## config.mk

```make
export PLATFORM = sky130hd
export DESIGN_NAME = reset_sequencer
export DESIGN_NICKNAME = d
export VERILOG_FILES = /design/src/rtl/reset_seq_pkg.sv /design/src/rtl/sync_2ff.sv /design/src/rtl/reset_sequencer.sv
export SDC_FILE = /design/constraint.sdc
export NUM_CORES = 1
export LEC_CHECK = 0
export CORE_MARGIN = 10
export CORE_UTILIZATION = 55
export CTS_CLUSTER_DIAMETER = 200
export DETAILED_ROUTE_END_ITERATION = 12
export HOLD_SLACK_MARGIN = 0.15
export PLACE_DENSITY = 0.78
export SLEW_MARGIN = 30
export SYNTH_ARGS = -nofsm -noshare
export SYNTH_HDL_FRONTEND = slang
export SYNTH_HIERARCHICAL = 1
export SYNTH_SLANG_ARGS = --single-unit
```

## constraint.sdc

```tcl
create_clock -name i_clk -period 1.95 [get_ports i_clk]
set_clock_uncertainty 0.1 [all_clocks]
set_input_delay 0.195 -clock i_clk [delete_from_list [all_inputs] [get_ports i_clk]]
set_output_delay 0.195 -clock i_clk [all_outputs]
set_load 0.02 [all_outputs]
```

## src/rtl/reset_seq_pkg.sv

```systemverilog
// rtl/reset_seq_pkg.sv - shared types and width helpers for the reset sequencer
package reset_seq_pkg;

   localparam int STATE_W = 3;

   typedef enum logic [STATE_W-1:0] {
      IDLE      = 3'd0,
      WAIT_LOCK = 3'd1,
      RELEASE   = 3'd2,
      RUN       = 3'd3,
      HOLD      = 3'd4
   } state_e;

   // A single domain still needs a one-bit index register.
   function automatic int idx_width(input int n);
      return (n > 1) ? $clog2(n) : 1;
   endfunction

endpackage

```

## src/rtl/sync_2ff.sv

```systemverilog
// rtl/sync_2ff.sv - two-flop level synchronizer with asynchronous active-low clear
module sync_2ff (
   input  logic i_clk,
   input  logic i_rst,
   input  logic i_d,
   output logic o_q
);

   logic meta_q, meta_d;
   logic sync_q, sync_d;

   always_comb begin
      meta_d = i_d;
      sync_d = meta_q;
   end

   always_ff @(posedge i_clk or negedge i_rst) begin
      if (!i_rst) begin
         meta_q <= 1'b0;
         sync_q <= 1'b0;
      end else begin
         meta_q <= meta_d;
         sync_q <= sync_d;
      end
   end

   assign o_q = sync_q;

endmodule

```

## src/rtl/reset_sequencer.sv

```systemverilog
// rtl/reset_sequencer.sv - lock-filtered, index-ordered release of per-domain resets
// with fault/software re-assertion and a minimum hold time.
module reset_sequencer
   import reset_seq_pkg::*;
#(
   parameter int NumDomains   = 4,
   parameter int LockFilter   = 16,
   parameter int ReleaseDelay = 8,
   parameter int HoldCycles   = 4,
   parameter int CntWidth     = 8
) (
   input  logic                  i_clk,
   input  logic                  i_rst,
   input  logic                  i_lock,
   input  logic                  i_sw_rst,
   output logic [NumDomains-1:0] o_rst_n,
   output logic                  o_done,
   output logic [STATE_W-1:0]    o_state
);

   localparam int IDX_W = idx_width(NumDomains);

   localparam logic [CntWidth-1:0]   LOCK_LAST = CntWidth'(LockFilter - 1);
   localparam logic [CntWidth-1:0]   REL_LAST  = CntWidth'(ReleaseDelay - 1);
   localparam logic [CntWidth-1:0]   HOLD_LAST = CntWidth'(HoldCycles - 1);
   localparam logic [IDX_W-1:0]      IDX_LAST  = IDX_W'(NumDomains - 1);
   localparam logic [NumDomains-1:0] ONE_HOT0  = NumDomains'(1);

   logic lock_s;

   sync_2ff u_lock_sync (
      .i_clk (i_clk),
      .i_rst (i_rst),
      .i_d   (i_lock),
      .o_q   (lock_s)
   );

   state_e                state_q, state_d;
   logic [CntWidth-1:0]   cnt_q, cnt_d;
   logic [IDX_W-1:0]      idx_q, idx_d;
   logic [NumDomains-1:0] rst_n_q, rst_n_d;
   logic                  done_q, done_d;
   logic                  fault;

   assign fault = !lock_s || i_sw_rst;

   always_ff @(posedge i_clk or negedge i_rst) begin
      if (!i_rst) begin
         state_q <= IDLE;
         cnt_q   <= '0;
         idx_q   <= '0;
         rst_n_q <= '0;
         done_q  <= 1'b0;
      end else begin
         state_q <= state_d;
         cnt_q   <= cnt_d;
         idx_q   <= idx_d;
         rst_n_q <= rst_n_d;
         done_q  <= done_d;
      end
   end

   always_comb begin
      state_d = state_q;
      cnt_d   = cnt_q;
      idx_d   = idx_q;
      rst_n_d = rst_n_q;
      done_d  = done_q;

      case (state_q)
         IDLE: begin
            state_d = WAIT_LOCK;
            cnt_d   = '0;
         end

         WAIT_LOCK: begin
            if (fault) begin
               cnt_d = '0;
            end else if (cnt_q == LOCK_LAST) begin
               state_d = RELEASE;
               cnt_d   = '0;
               idx_d   = '0;
            end else begin
               cnt_d = cnt_q + 1'b1;
            end
         end

         // Fault is tested first so it beats a coincident release edge.
         RELEASE: begin
            if (fault) begin
               state_d = HOLD;
               cnt_d   = '0;
               rst_n_d = '0;
               done_d  = 1'b0;
            end else if (cnt_q == REL_LAST) begin
               cnt_d   = '0;
               idx_d   = idx_q + 1'b1;
               rst_n_d = rst_n_q | (ONE_HOT0 << idx_q);
               if (idx_q == IDX_LAST) begin
                  state_d = RUN;
                  done_d  = 1'b1;
               end
            end else begin
               cnt_d = cnt_q + 1'b1;
            end
         end

         RUN: begin
            if (fault) begin
               state_d = HOLD;
               cnt_d   = '0;
               rst_n_d = '0;
               done_d  = 1'b0;
            end
         end

         HOLD: begin
            if (i_sw_rst) begin
               cnt_d = '0;
            end else if (cnt_q == HOLD_LAST) begin
               state_d = WAIT_LOCK;
               cnt_d   = '0;
            end else begin
               cnt_d = cnt_q + 1'b1;
            end
         end

         default: begin
            state_d = HOLD;
            cnt_d   = '0;
            rst_n_d = '0;
            done_d  = 1'b0;
         end
      endcase
   end

   assign o_rst_n = rst_n_q;
   assign o_done  = done_q;
   assign o_state = state_q;

endmodule

```

### Word level (Yosys, flattened, before mapping)

Cells that the tools add are included.

| storage, ports and cells | value |
|---|---|
| register bits | 20 |
| input port bits | 4 |
| output and inout bits | 8 |
| logic and storage cells | 69 |

| operators by class | value |
|---|---|
| add/subtract/negate cells | 2 |
| equal/unequal tests | 17 |
| shift-type cells | 1 |
| mux-type cells | 31 |
| bitwise gates (word level) | 2 |
| reductions and logical operators | 9 |

Operator list:

| operator | count |
|---|---|
| $mux W8 | 7 |
| $pmux W8 S4 | 1 |
| $mux W3 | 8 |
| $pmux W3 S5 | 1 |
| $ne A2 B2 Y1 const B | 7 |
| $mux W4 | 3 |
| $pmux W4 S3 | 1 |
| $add A8 B1 Y8 const B | 1 |
| $eq A8 B2 Y1 const B | 1 |
| $eq A8 B3 Y1 const B | 1 |
| $eq A8 B4 Y1 const B | 1 |
| $mux W2 | 4 |
| $reduce_and A7 Y1 | 1 |
| $eq A3 B2 Y1 const B | 2 |
| $ne A3 B3 Y1 const B | 2 |
| $reduce_and A5 Y1 | 1 |
| $mux W1 | 4 |
| $or A4 B4 Y4 | 1 |
| $pmux W2 S2 | 1 |
| $reduce_and A4 Y1 | 1 |
| $shl A1 B2 Y4 const A | 1 |
| $eq A3 B1 Y1 const B | 1 |
| $eq A3 B3 Y1 const B | 1 |
| $logic_not A3 Y1 | 1 |
| 9 further kinds | 9 |

### Depth between registers and ports, before layout

Gate-level depths: netlist (run 1).

| logic depth | value |
|---|---|
| word-level depth | 5 |
| depth in mapped cells | 6 |
| gate-level depth less buffers | 6 |

### Cells and area by module

The synthesis (run 1) kept the hierarchy.

By module, submodules not included:

| module | times used | cells each | area an instance (µm²) | seq. area each (µm²) |
|---|---|---|---|---|
| reset_sequencer | 1 | 121 | 1101.1 | 450.4 |
| sync_2ff | 1 | 2 | 50.0 | 50.0 |

### Worst setup path after synthesis (run 1)

OpenSTA, ideal clock, no wires.

| timing | value |
|---|---|
| path kind | reg-to-reg |
| from | register state_q[2], in the netlist o_state[2] |
| to | register cnt_q[4] |
| library setup time | 87 ps |
| arrival | 1620 ps |
| data required time | 1763 ps |
| setup slack | 144 ps |
| stages on the path, launching flop included | 6 |
| buffers on the path | 0 |
| clock period less this slack | 1806 ps |
| cells stage by stage | dfrtp_1 -> nand3b_4 -> a211o_1 -> a311oi_2 -> nor2_2 -> o211ai_1 |

| between the ends | value |
|---|---|
| cells in the longest elaborated chain, start to end | 2 |
| elaborated cells on any way between the ends | 6 |
| those cells by class | eq/ne: 5; mux: 1 |

RTL lines:

| what | RTL line | source |
|---|---|---|
| from (decl) | reset_sequencer.sv:38 | `state_e state_q, state_d;` |
| from (signal assigned) | reset_sequencer.sv:55 | `state_q <= state_d;` |
| $eq A3 B3 Y1, or another cell as far along | reset_sequencer.sv:70 | `case (state_q)` |
| $pmux W8 S4 or $ne A2 B2 Y1 (tied branches) | -- |  |
| to (signal assigned) | reset_sequencer.sv:56 | `cnt_q <= cnt_d;` |
| to (decl) | reset_sequencer.sv:39 | `logic [CntWidth-1:0] cnt_q, cnt_d;` |

Several ways; a longest one is shown, not always the timed one.
A chain may end at the register's enable or synchronous reset.

### Final worst setup path (run 1)

| timing | value |
|---|---|
| from | register state_q[2], in the netlist o_state[2] |
| to | output o_state[2] |

RTL lines:

| what | RTL line | source |
|---|---|---|
| to (decl) | reset_sequencer.sv:18 | `output logic [STATE_W-1:0] o_state` |

No word-level cell between the ends.

==> summary.md, run 1 <==
| Metric | Value |
|---|---|
| Multi-input logic area | `619 um2` |
| Reg-to-Reg End | `cnt_q[4]$_DFFE_PN0N_` |
| Yosys top cell area share | `0.435` |
| Share of layout cells above drive strength 1 | `0.162` |
| Top cells by area, synth | `dfrtp_1 43%, ha_1 6.5%, o21ai_0 5.2%, nand2_1 4.9%, nor2_1 3.6%` |
| Setup slack after layout | `0.0998 ns` |
| Area of the die | `0.00432 mm2` |
| Depth of the CTS H-tree | `1` |
| RD Place Congestion | `0.850` |
| # fillers | `152` |
| DR vias/cell | `5.79` |
| Initial DRC count | `46` |
| Crit path time final | `1.85 ns` |
| Pin count of the biggest net entering global routing | `21` |
| CTS tree | `built` |
| Grt ovf | `0` |
| Final setup fails | `0` |
| Final antenna-violating net count | `0` |
| Slew Viols, Final | `0` |
| Hold Crit Endpoint | `u_lock_sync/meta_q$_DFF_PN0_` |
| LEAKAGE | `0.663 nW` |
| Crit-path slowest cell | `clkdlybuf4s50_1` |
| TritonRoute pass-1 iters | `5` |
| Die width | `65.8 um` |
| # rows | `16` |
| Gate Count Post-Synth | `123` |
| Worst skew pair latency | `0.30 ns` |
| Setup TNS | `0 ns` |
| Post-Layout Cell Count | `175` |
| First-pass GRT wire length | `4.33 mm` |
| Routed Wire Length | `2.40 mm` |
| Synth unique cells | `38` |
| Hold Startpoint | `i_lock` |
| CP peak stage delay | `0.60 ns` |
| DR WL/cell | `13.7 um` |
| RSZ-0062 raised after global routing | `no` |
| Hold Crit Class | `in2reg` |
| Fin crit share | `0.949` |
| Sequential area share after synthesis | `0.435` |
| CTS Sinks | `20` |
| Syn Area/Cell | `9.36 um2` |
| Status | `completed` |
| Gr usage total | `0.123` |
| N_diodes | `0` |
| R2r setup slk | `0.11 ns` |
| Slew of the pin with the lowest slew margin | `0.345 ns` |
| Fmax | `540 MHz` |
| Flops & latches, synth | `20` |
| Critical Path Fanout Max | `7` |
| Initial antenna violation count | `0` |
| Commonest non-fill, non-tap cell in the layout | `dfrtp_1` |
| Vias | `1013` |
| Max Cap Viol | `0` |
| Mapped Nets | `133` |
| Cell area after synthesis | `0.00115 mm2` |
| Die height | `65.8 um` |
| Worst reg2reg startpoint | `o_state[2]$_DFFE_PN0P_` |
| Post-DP HPWL | `1.85 mm` |
| Crit start category | `flip-flop` |
| Yosys top cell by area | `dfrtp_1` |
| Residual DRC | `0` |
| IO Port Bufs | `11` |
| Cells after DPL | `170` |
| Synthesis-to-finish area growth | `24.8%` |
| Post-CTS setup buffers | `0` |
| Rel. slew slack | `0.768` |
| Peak supply drop | `0.454 mV` |
| Endpoint type of the worst setup path | `output pin` |
| CTS root buf | `clkbuf_4` |
| Clock Path Buffers | `2` |
| Starting Density | `0.581` |
| Final-report hold violation count | `0` |
| Worst hold path depth | `1` |
| Crit-path cells | `buf_4 > clkdlybuf4s50_1` |
| Pwr dens | `778 mW/mm2` |
| IO Count | `12` |
| Leading cell types in the layout, fill and taps excluded | `19 x dfrtp_1, 15 x nand2_1` |
| CTS buffer count | `3` |
| WS Path Type | `reg2out` |
| Synth warnings | `6` |
| R2R cell count | `6` |
| Required @ worst endpoint | `1.65 ns` |
| Arr. time, crit path | `1.56 ns` |
| Fin nets | `159` |
| Core area | `0.00198 mm2` |
| Vias in the first global route | `999` |
| Tot Pwr | `1.12 mW` |
| Clock slew at reported path FFs | `0.12 ns` |
| Pre-CTS setup slack | `0.0820 ns` |
| Register area | `502 um2` |
-- timing repair --
item / CTS / global route
hold buffers: 1 / 0
endpoints found under the setup margin: 0 / 5
resized for setup: 0 / 4
hold endpoints to repair: 20 / 0
-- cell usage after synthesis, drive strengths merged --
library cell	instances
o21ai	12
a22o	1
a21oi	6
a21o	1
a22oi	1
nor2	12
xnor2	1
dfrtp	20
o211ai	3
nor3b	2
nor4	1
nand3b	2
a41o	1
or2	1
a31oi	1
a211oi	1
nand2	15
o21a	1
and2	2
nor3	3
a311oi	3
and3	3
clkbuf	1
and3b	1
nand4b	1
buf	1
a31o	1
ha	6
nand2b	4
nand4bb	1
o22ai	2
nand3	4
a211o	1
inv	7
-- how the worst max path moves through the flow --
stage | from | end | slack [ns] | depth (start not counted)
after floorplan | o_state[2]$_DFFE_PN0P_ | cnt_q[4]$_DFFE_PN0N_ | 0.14 | 5
after global placement | cnt_q[5]$_DFFE_PN0N_ | o_state[0]$_DFFE_PN0P_ | 0.13 | 5
after detailed placement | i_sw_rst | cnt_q[4]$_DFFE_PN0N_ | 0.08 | 7
after CTS | o_state[2]$_DFFE_PN0P_ | o_state[2] | 0.09 | 2
after global routing | cnt_q[0]$_DFFE_PN0N_ | cnt_q[4]$_DFFE_PN0N_ | 0.007 | 7
final | o_state[2]$_DFFE_PN0P_ | o_state[2] | 0.1 | 2
-- metrics by stage --
| step | utilization | hold slack, ns | instance area [um2] |
|---|---|---|---|
| 3_5_place_dp | 0.688 | 0.243 | 1360 |
| 2_1_floorplan | - | -0.201 | 1150 |
| 3_3_place_gp | 0.688 | 0.234 | 1360 |
| 4_1_cts | 0.719 | 0.219 | 1430 |
| 6_report | 0.725 | 0.226 | 1440 |
| 5_1_grt | 0.725 | 0.228 | 1440 |
-- sequential cells by signal (all words and copies together), names as in the netlist --
| signal | cells |
|---|---|
| cnt_q | 8 |
| idx_q | 2 |
| o_done | 1 |
| o_rst_n | 4 |
| o_state | 3 |
| u_lock_sync/meta_q | 1 |
| u_lock_sync/o_q | 1 |
-- layer usage --
layer  vias up  wire length (um)  GRT usage
met5         -                 0          0
met4         0                66     0.0775
met3         8               133     0.0271
met2        23              1200      0.219
met1       491               994      0.128
li1        491                 -          -
-- report_power, final --
part	switching, mW	total, mW	internal (mW)
registers	0.0362	0.483	0.446
logic	0.148	0.296	0.148
clock network	0.132	0.339	0.208
total	0.316	1.12	0.802
-- logic make-up after synthesis --
kind of cell             Yosys count  synth area share
XOR/XNOR                           1           0.00761
adder cells (fa/ha/maj)            6            0.0652
AND/OR/NAND/NOR                   52             0.257
flip-flops                        20             0.435
AO/OA/AOI/OAI                     35             0.200
buffers and inverters              9            0.0359
-- worst max-delay path, delay by kind of cell, from the launching register on --
kind / cells / cell delay (ns)
flip-flops: 1 / 0.48
buffers and inverters: 2 / 0.77
-- final cells by class --
class,instances,area share
multi-input cells,94,0.431
clock buffers,3,0.0157
repair buffers,23,0.141
well taps,27,0.0235
flip-flops and latches,20,0.349
inverters,7,0.0183
clock inverters,1,0.0209
Power figures use the tool's default switching activity.
==> run 2: changes to the inputs <==
--- a/config.mk
+++ b/config.mk
@@ -7,7 +7,7 @@
 export LEC_CHECK = 0
 export CORE_MARGIN = 10
 export CORE_UTILIZATION = 55
-export CTS_CLUSTER_DIAMETER = 200
+export CTS_CLUSTER_DIAMETER = 150
 export DETAILED_ROUTE_END_ITERATION = 12
 export HOLD_SLACK_MARGIN = 0.15
 export PLACE_DENSITY = 0.78
==> results of run 2 <==
No change in the layout: final DEF, timing and power equal those of run 1.
==> patch 1: new RTL, settings of run 2 <==
Change the parameter `CntWidth` from 8 to 9.
--- a/src/rtl/reset_sequencer.sv
+++ b/src/rtl/reset_sequencer.sv
@@ -7,7 +7,7 @@
    parameter int LockFilter   = 16,
    parameter int ReleaseDelay = 8,
    parameter int HoldCycles   = 4,
-   parameter int CntWidth     = 8
+   parameter int CntWidth     = 9
 ) (
    input  logic                  i_clk,
    input  logic                  i_rst,
Function: no difference found for any inputs over 10 cycles, from zero or initial values and one cycle with i_rst low; that may be too few to reach the edited logic, so the function may still have changed.
==> patch 1 against run 2 <==
The flow now finishes with violations (negative setup slack); routed wire length increased by 32%; worst hold slack worse by 4.3 ps; maximum frequency shrank 13%; first-iteration DRC count rose to 2.7 times the old value; sequential cell count increased by 1; setup slack got worse by 270 ps; global-route usage up 2.7 points; design area is 20% higher; area after synthesis is 7.5% higher; die area rose by 5.2%; largest cell class unchanged; highest routed layer unchanged.
Power is not compared: it rests on default switching activity, and its combinational part moved more than twofold at a synthesized area within 25%.
==> patch 1: results (changes against run 2) <==
[clock_tree]
clock_tree.buffer_depth=2  ; unchanged
ctsHtreeMaxLevel=1  ; unchanged
cts_buffers=3  ; unchanged
cts.clk_slew.worst_paths_ps=110
cts-root-buf=clkbuf_4
insertion_delay_ps=310

[timing]
hold_viol_final=0  ; unchanged
max-slew-margin-rel_pct=72.68  ; -4.2 points
setup_violations=13  ; +13
fin_ws_ps=-166.8  ; -266.5 ps

[placed_design]
numPortBuffers=11  ; unchanged
pre_cts_ws_ps=-154.3  ; -236.3 ps
dp_hpwl_mm=2.215  ; +20%
gp_congestion=0.9119  ; +7.3%

[cells_and_area]
drive_above_1_share_pct=32.57  ; +16 points
regMostFlops=cnt_q
n_antenna_cell=0  ; unchanged
nFillCells=142  ; -6.6%
fin_nets=185  ; +16%
largest_reg_flops=9  ; +1

[logic_synthesis]
synthesis.nets=144  ; +8.3%
synthArstFlopShare_pct=100.0  ; unchanged
yosysSeqAreaShare_pct=42.47  ; -1.0 points
synth_top_cell_area_share_pct=42.47  ; -1.0 points
synth_cell_types=41  ; +7.9%
yosys_warnings=6  ; unchanged
synth.top_cells.by_count=dfrtp_1, nor2_1, o21ai_0
synth_area_leaders=dfrtp_1, ha_1, o21ai_0

[detailed_routing]
drtPass1Iterations=4  ; -1
via_per_inst=5.901  ; +2.0%
totalWireLength_mm=3.171  ; +32%
drt_iter0_drc=125  ; +170%

[global_routing]
antenna_found_initial=0  ; unchanged
grt_pass1_wl_mm=5.285  ; +22%
grt_usage_pct=15.06  ; +2.7 points
grt_pass1_vias=1159  ; +16%
grt_max_degree=22  ; +4.8%

[pwr]
peakVddDrop_v=0.0003800
p_leak_nw=0.7423

[hold_path]
hold_class=input pin to register

[outcome]
violations=negative setup slack
outcome=complete, but fails checks

[critical_path]
critical_path.top_delay_family=simple AND/OR/NAND/NOR gates
critPathSlowestCell=or4_4
slowest_delay_ps=580  ; -20 ps
crit_fanout=4  ; -3

[job]
drv_cap=0  ; unchanged

[patch 1: stage by stage]
| step | total power, mW | instances | area [sq um] | setup TNS (ps) |
|---|---|---|---|---|
| 2_1_floorplan | 0.5196 | 135 | 1237 | -547.5 |
| 3_3_place_gp | 0.5871 | 197 | 1574 | -445.3 |
| 3_5_place_dp | 0.5875 | 197 | 1574 | -1131 |
| 4_1_cts | 0.7979 | 203 | 1663 | -681.3 |
| 5_1_grt | 0.8545 | 203 | 1718 | -2485 |
| 6_report | 0.8044 | 203 | 1718 | -916.0 |
[patch 1: cells by family after synthesis]
logic type	after synthesis	synth area share, %
buf+inv	12	3.641
simple gates	60	29.02
fa+ha+maj	5	5.056
mux	1	0.8089
flops	21	42.47
compound gates	36	19.01
[patch 1: power by group]
group,leakage (nW),internal [mW],switching (mW)
Combinational,0.447,0.0663,0.0633
Clock,0.0150,0.0799,0.127
Sequential,0.280,0.452,0.0156
Total,0.742,0.598,0.206
[patch 1: worst register-to-register path, cell delays in order, from the launching register on]
cell and delay [ps]:
dfrtp_1 400, or4_4 580, nor4b_4 270, o22ai_2 150, buf_4 160, o21ai_0 250, o21ai_2 90
[patch 1: path summary, 6_finish.rpt]
path                               startpoint            endpoint  slack [ps]  cells past startpoint
min in group asynchronous               i_rst          o_state[0]         660                      3
hold / removal                         i_lock  u_lock_sync/meta_q         220                      1
max in group asynchronous               i_rst          o_state[2]         870                      3
setup reg to reg                     cnt_q[7]            cnt_q[7]        -170                      6
setup / recovery                     cnt_q[7]            cnt_q[7]        -170                      6
hold reg to reg            u_lock_sync/meta_q     u_lock_sync/o_q         260                      0
[patch 1: layer usage]
layer  part of all wire, %  GRT usage [%]  vias up
met5                     0              0        -
met4                   2.3          7.436        0
met3                   5.6          3.140        7
met2                    46          23.58       33
met1                    47          19.28      583
li1                      -              -      575
[patch 1: what timing repair did]
action	in CTS	in global routing
hold endpoints to repair	21	0
gates resized for setup	8	15
gates cloned	0	0
endpoints found under the setup margin	13	19
setup buffers	1	0
pin swaps	6	10
hold buffers	1	0
[patch 1: cell type report]
| cell class | count | share of cell area, % |
|---|---|---|
| multi-input cells | 102 | 44.57 |
| flip-flops and latches | 21 | 30.66 |
| repair buffers | 41 | 19.66 |
| well taps | 28 | 2.039 |
| clock buffers | 4 | 1.529 |
| inverters | 7 | 1.529 |
==> patch 2: new RTL, config.mk and constraints of run 2 <==
Made on the original files. Register the output `o_state` once more, without a reset; this adds one clock of latency there. The other outputs are not delayed to match.
--- a/src/rtl/reset_sequencer.sv
+++ b/src/rtl/reset_sequencer.sv
@@ -136,7 +136,9 @@
 
    assign o_rst_n = rst_n_q;
    assign o_done  = done_q;
-   assign o_state = state_q;
+   always_ff @(posedge i_clk) begin
+      o_state <= state_q;
+   end
 
 endmodule
 
Formal check against the unedited RTL: not equivalent (a bounded check fails within 4 cycles, from zero or initial values and one cycle with i_rst low).
==> patch 2 against run 2 <==
The flow now finishes with violations (negative setup slack); first-iteration DRC count rose to 2.6 times the old value; sequential share of layout area up 0.88 points; routed wire length up 23%; synthesized cell count down 3.3%; setup slack worse by 120 ps; critical path type is now register to register; design area up 9.0%; area after synthesis up 2.4%; sequential cell count up 3.
Power is not compared: it rests on default switching activity, and its combinational part moved more than twofold at a synthesized area within 25%.
==> patch 2: results (changes against run 2) <==
[pwr]
peakVddDrop_v=0.0004653

[critical_path]
arrival_ps=2100  ; +540 ps
critical_path.top_delay_family=simple AND/OR/NAND/NOR gates
critPathSlowestCell=or4_4
slowest_delay_ps=560  ; -40 ps
r2r_cells=4  ; -2
crit_fanout=4  ; -3

[logic_synthesis]
synthArstFlopShare_pct=86.96  ; -13 points
syn_avg_cell_area_sq_um=9.904  ; +5.8%
synth_area_leaders=dfrtp_1, ha_1, dfxtp_1
yosysSeqAreaShare_pct=47.56  ; +4.1 points
synth.top_cells.by_count=dfrtp_1, nor2_1, inv_1
synth_cell_types=37  ; -2.6%
synthesis.nets=129  ; -3.0%

[detailed_routing]
drt_iter0_drc=119  ; +160%
wl_per_cell_microns=16.44  ; +20%
via_per_inst=5.978  ; +3.3%
drtPass1Iterations=4  ; -1

[placed_design]
dp_hpwl_mm=2.112  ; +14%
numPortBuffers=11  ; unchanged
gp_congestion=0.8131  ; -4.3%
postPlaceCellArea_sq_mm=0.001465  ; +7.5%
post-place-cells=174  ; +2.4%

[global_routing]
grt_pass1_wl_mm=4.602  ; +6.2%
grt_usage_pct=13.41  ; +1.1 points
grt_pass1_vias=1027  ; +2.8%
antenna_found_initial=0  ; unchanged

[timing]
setup_violations=3  ; +3
max-slew-margin-rel_pct=66.93  ; -9.9 points
fin_ws_ps=-23.76  ; -123.5 ps

[cells_and_area]
nFillCells=133  ; -13%
regMostFlops=cnt_q
drive_above_1_share_pct=27.63  ; +11 points
fin_cells=179  ; +2.3%
fin_nets=163  ; +2.5%

[outcome]
violations=negative setup slack
outcome=complete, but fails checks

[clock_tree]
cts.clk_slew.worst_paths_ps=130
clock_tree.buffer_depth=2  ; unchanged
cts-root-buf=clkbuf_4
insertion_delay_ps=320  ; +20 ps

-- patch 2: cell count changes after synthesis, moves of 3 or more --
| cell | run 2 | this run |
|---|---|---|
| mux2i_1 | 0 | 3 |
| dfxtp_1 | 0 | 3 |
| o211ai_1 | 3 | 0 |
| o21ai_0 | 12 | 4 |
| nand2_1 | 15 | 3 |
| o21ai_1 | 0 | 4 |
| nor3_1 | 3 | 7 |
| o31ai_1 | 0 | 3 |
-- patch 2: cell type report --
| class | instances | area (sq um) | area share (%) |
|---|---|---|---|
| multi-input combinational | 84 | 636.9 | 40.69 |
| sequential | 23 | 560.5 | 35.81 |
| timing repair buffer | 33 | 277.8 | 17.75 |
| tap | 27 | 33.78 | 2.158 |
| inverter | 8 | 30.03 | 1.918 |
| clock buffer | 4 | 26.28 | 1.679 |
-- patch 2: through the flow --
| stage | setup TNS, ps | setup slack, ps | util (%) | hold WS (ps) |
|---|---|---|---|---|
| after global routing | -319.7 | -66.72 | 78.19 | 206.5 |
| final | -43.34 | -23.76 | 78.19 | 198.0 |
| after floorplan | -62.26 | -62.26 | - | -200.6 |
| after global placement | -18.37 | -18.37 | 73.19 | 244.1 |
| after detailed placement | -465.1 | -94.59 | 73.19 | 249.1 |
| after CTS | -24.53 | -24.53 | 75.69 | 200.8 |
-- patch 2: power by group through the flow --
stage	combinational, mW	clock (mW)	sequential [mW]
2_1_floorplan	0.0163	0	0.492
3_3_place_gp	0.0462	0	0.491
3_5_place_dp	0.0476	0	0.491
4_1_cts	0.0507	0.231	0.482
5_1_grt	0.0581	0.245	0.483
6_report	0.0535	0.234	0.482
-- patch 2: timing repair --
action                                  in CTS  in global routing
hold endpoints to repair                    20                  0
pin swaps                                    1                  2
endpoints found under the setup margin      11                 12
gates resized for setup                      4                 11
hold buffers                                 1                  0
-- patch 2: layer usage --
| metal | part of all wire (%) | routed length, microns | track usage (%) |
|---|---|---|---|
| met4 | 2.2 | 65 | 6.806 |
| met2 | 49 | 1435 | 21.17 |
| met3 | 7.3 | 215 | 2.712 |
| met5 | 0 | 0 | 0 |
| met1 | 42 | 1225 | 16.75 |
-- patch 2: worst paths after layout --
path	endpoint	from	slack, ps
max	cnt_q[7]	cnt_q[7]	-20
min	u_lock_sync/meta_q	i_lock	200
max reg2reg	cnt_q[7]	cnt_q[7]	-20
min reg2reg	u_lock_sync/o_q	u_lock_sync/meta_q	270
max in group asynchronous	o_rst_n[0]	i_rst	890
min in group asynchronous	o_rst_n[2]	i_rst	640
-- patch 2: cells by family after synthesis --
kind of cell / share of synthesized area, %
AND/OR/NAND/NOR: 23.04
adder cells (fa/ha/maj): 6.369
AO/OA/AOI/OAI: 15.82
flip-flops: 47.56
buffers and inverters: 3.927
multiplexers: 2.548
XOR/XNOR: 0.7432
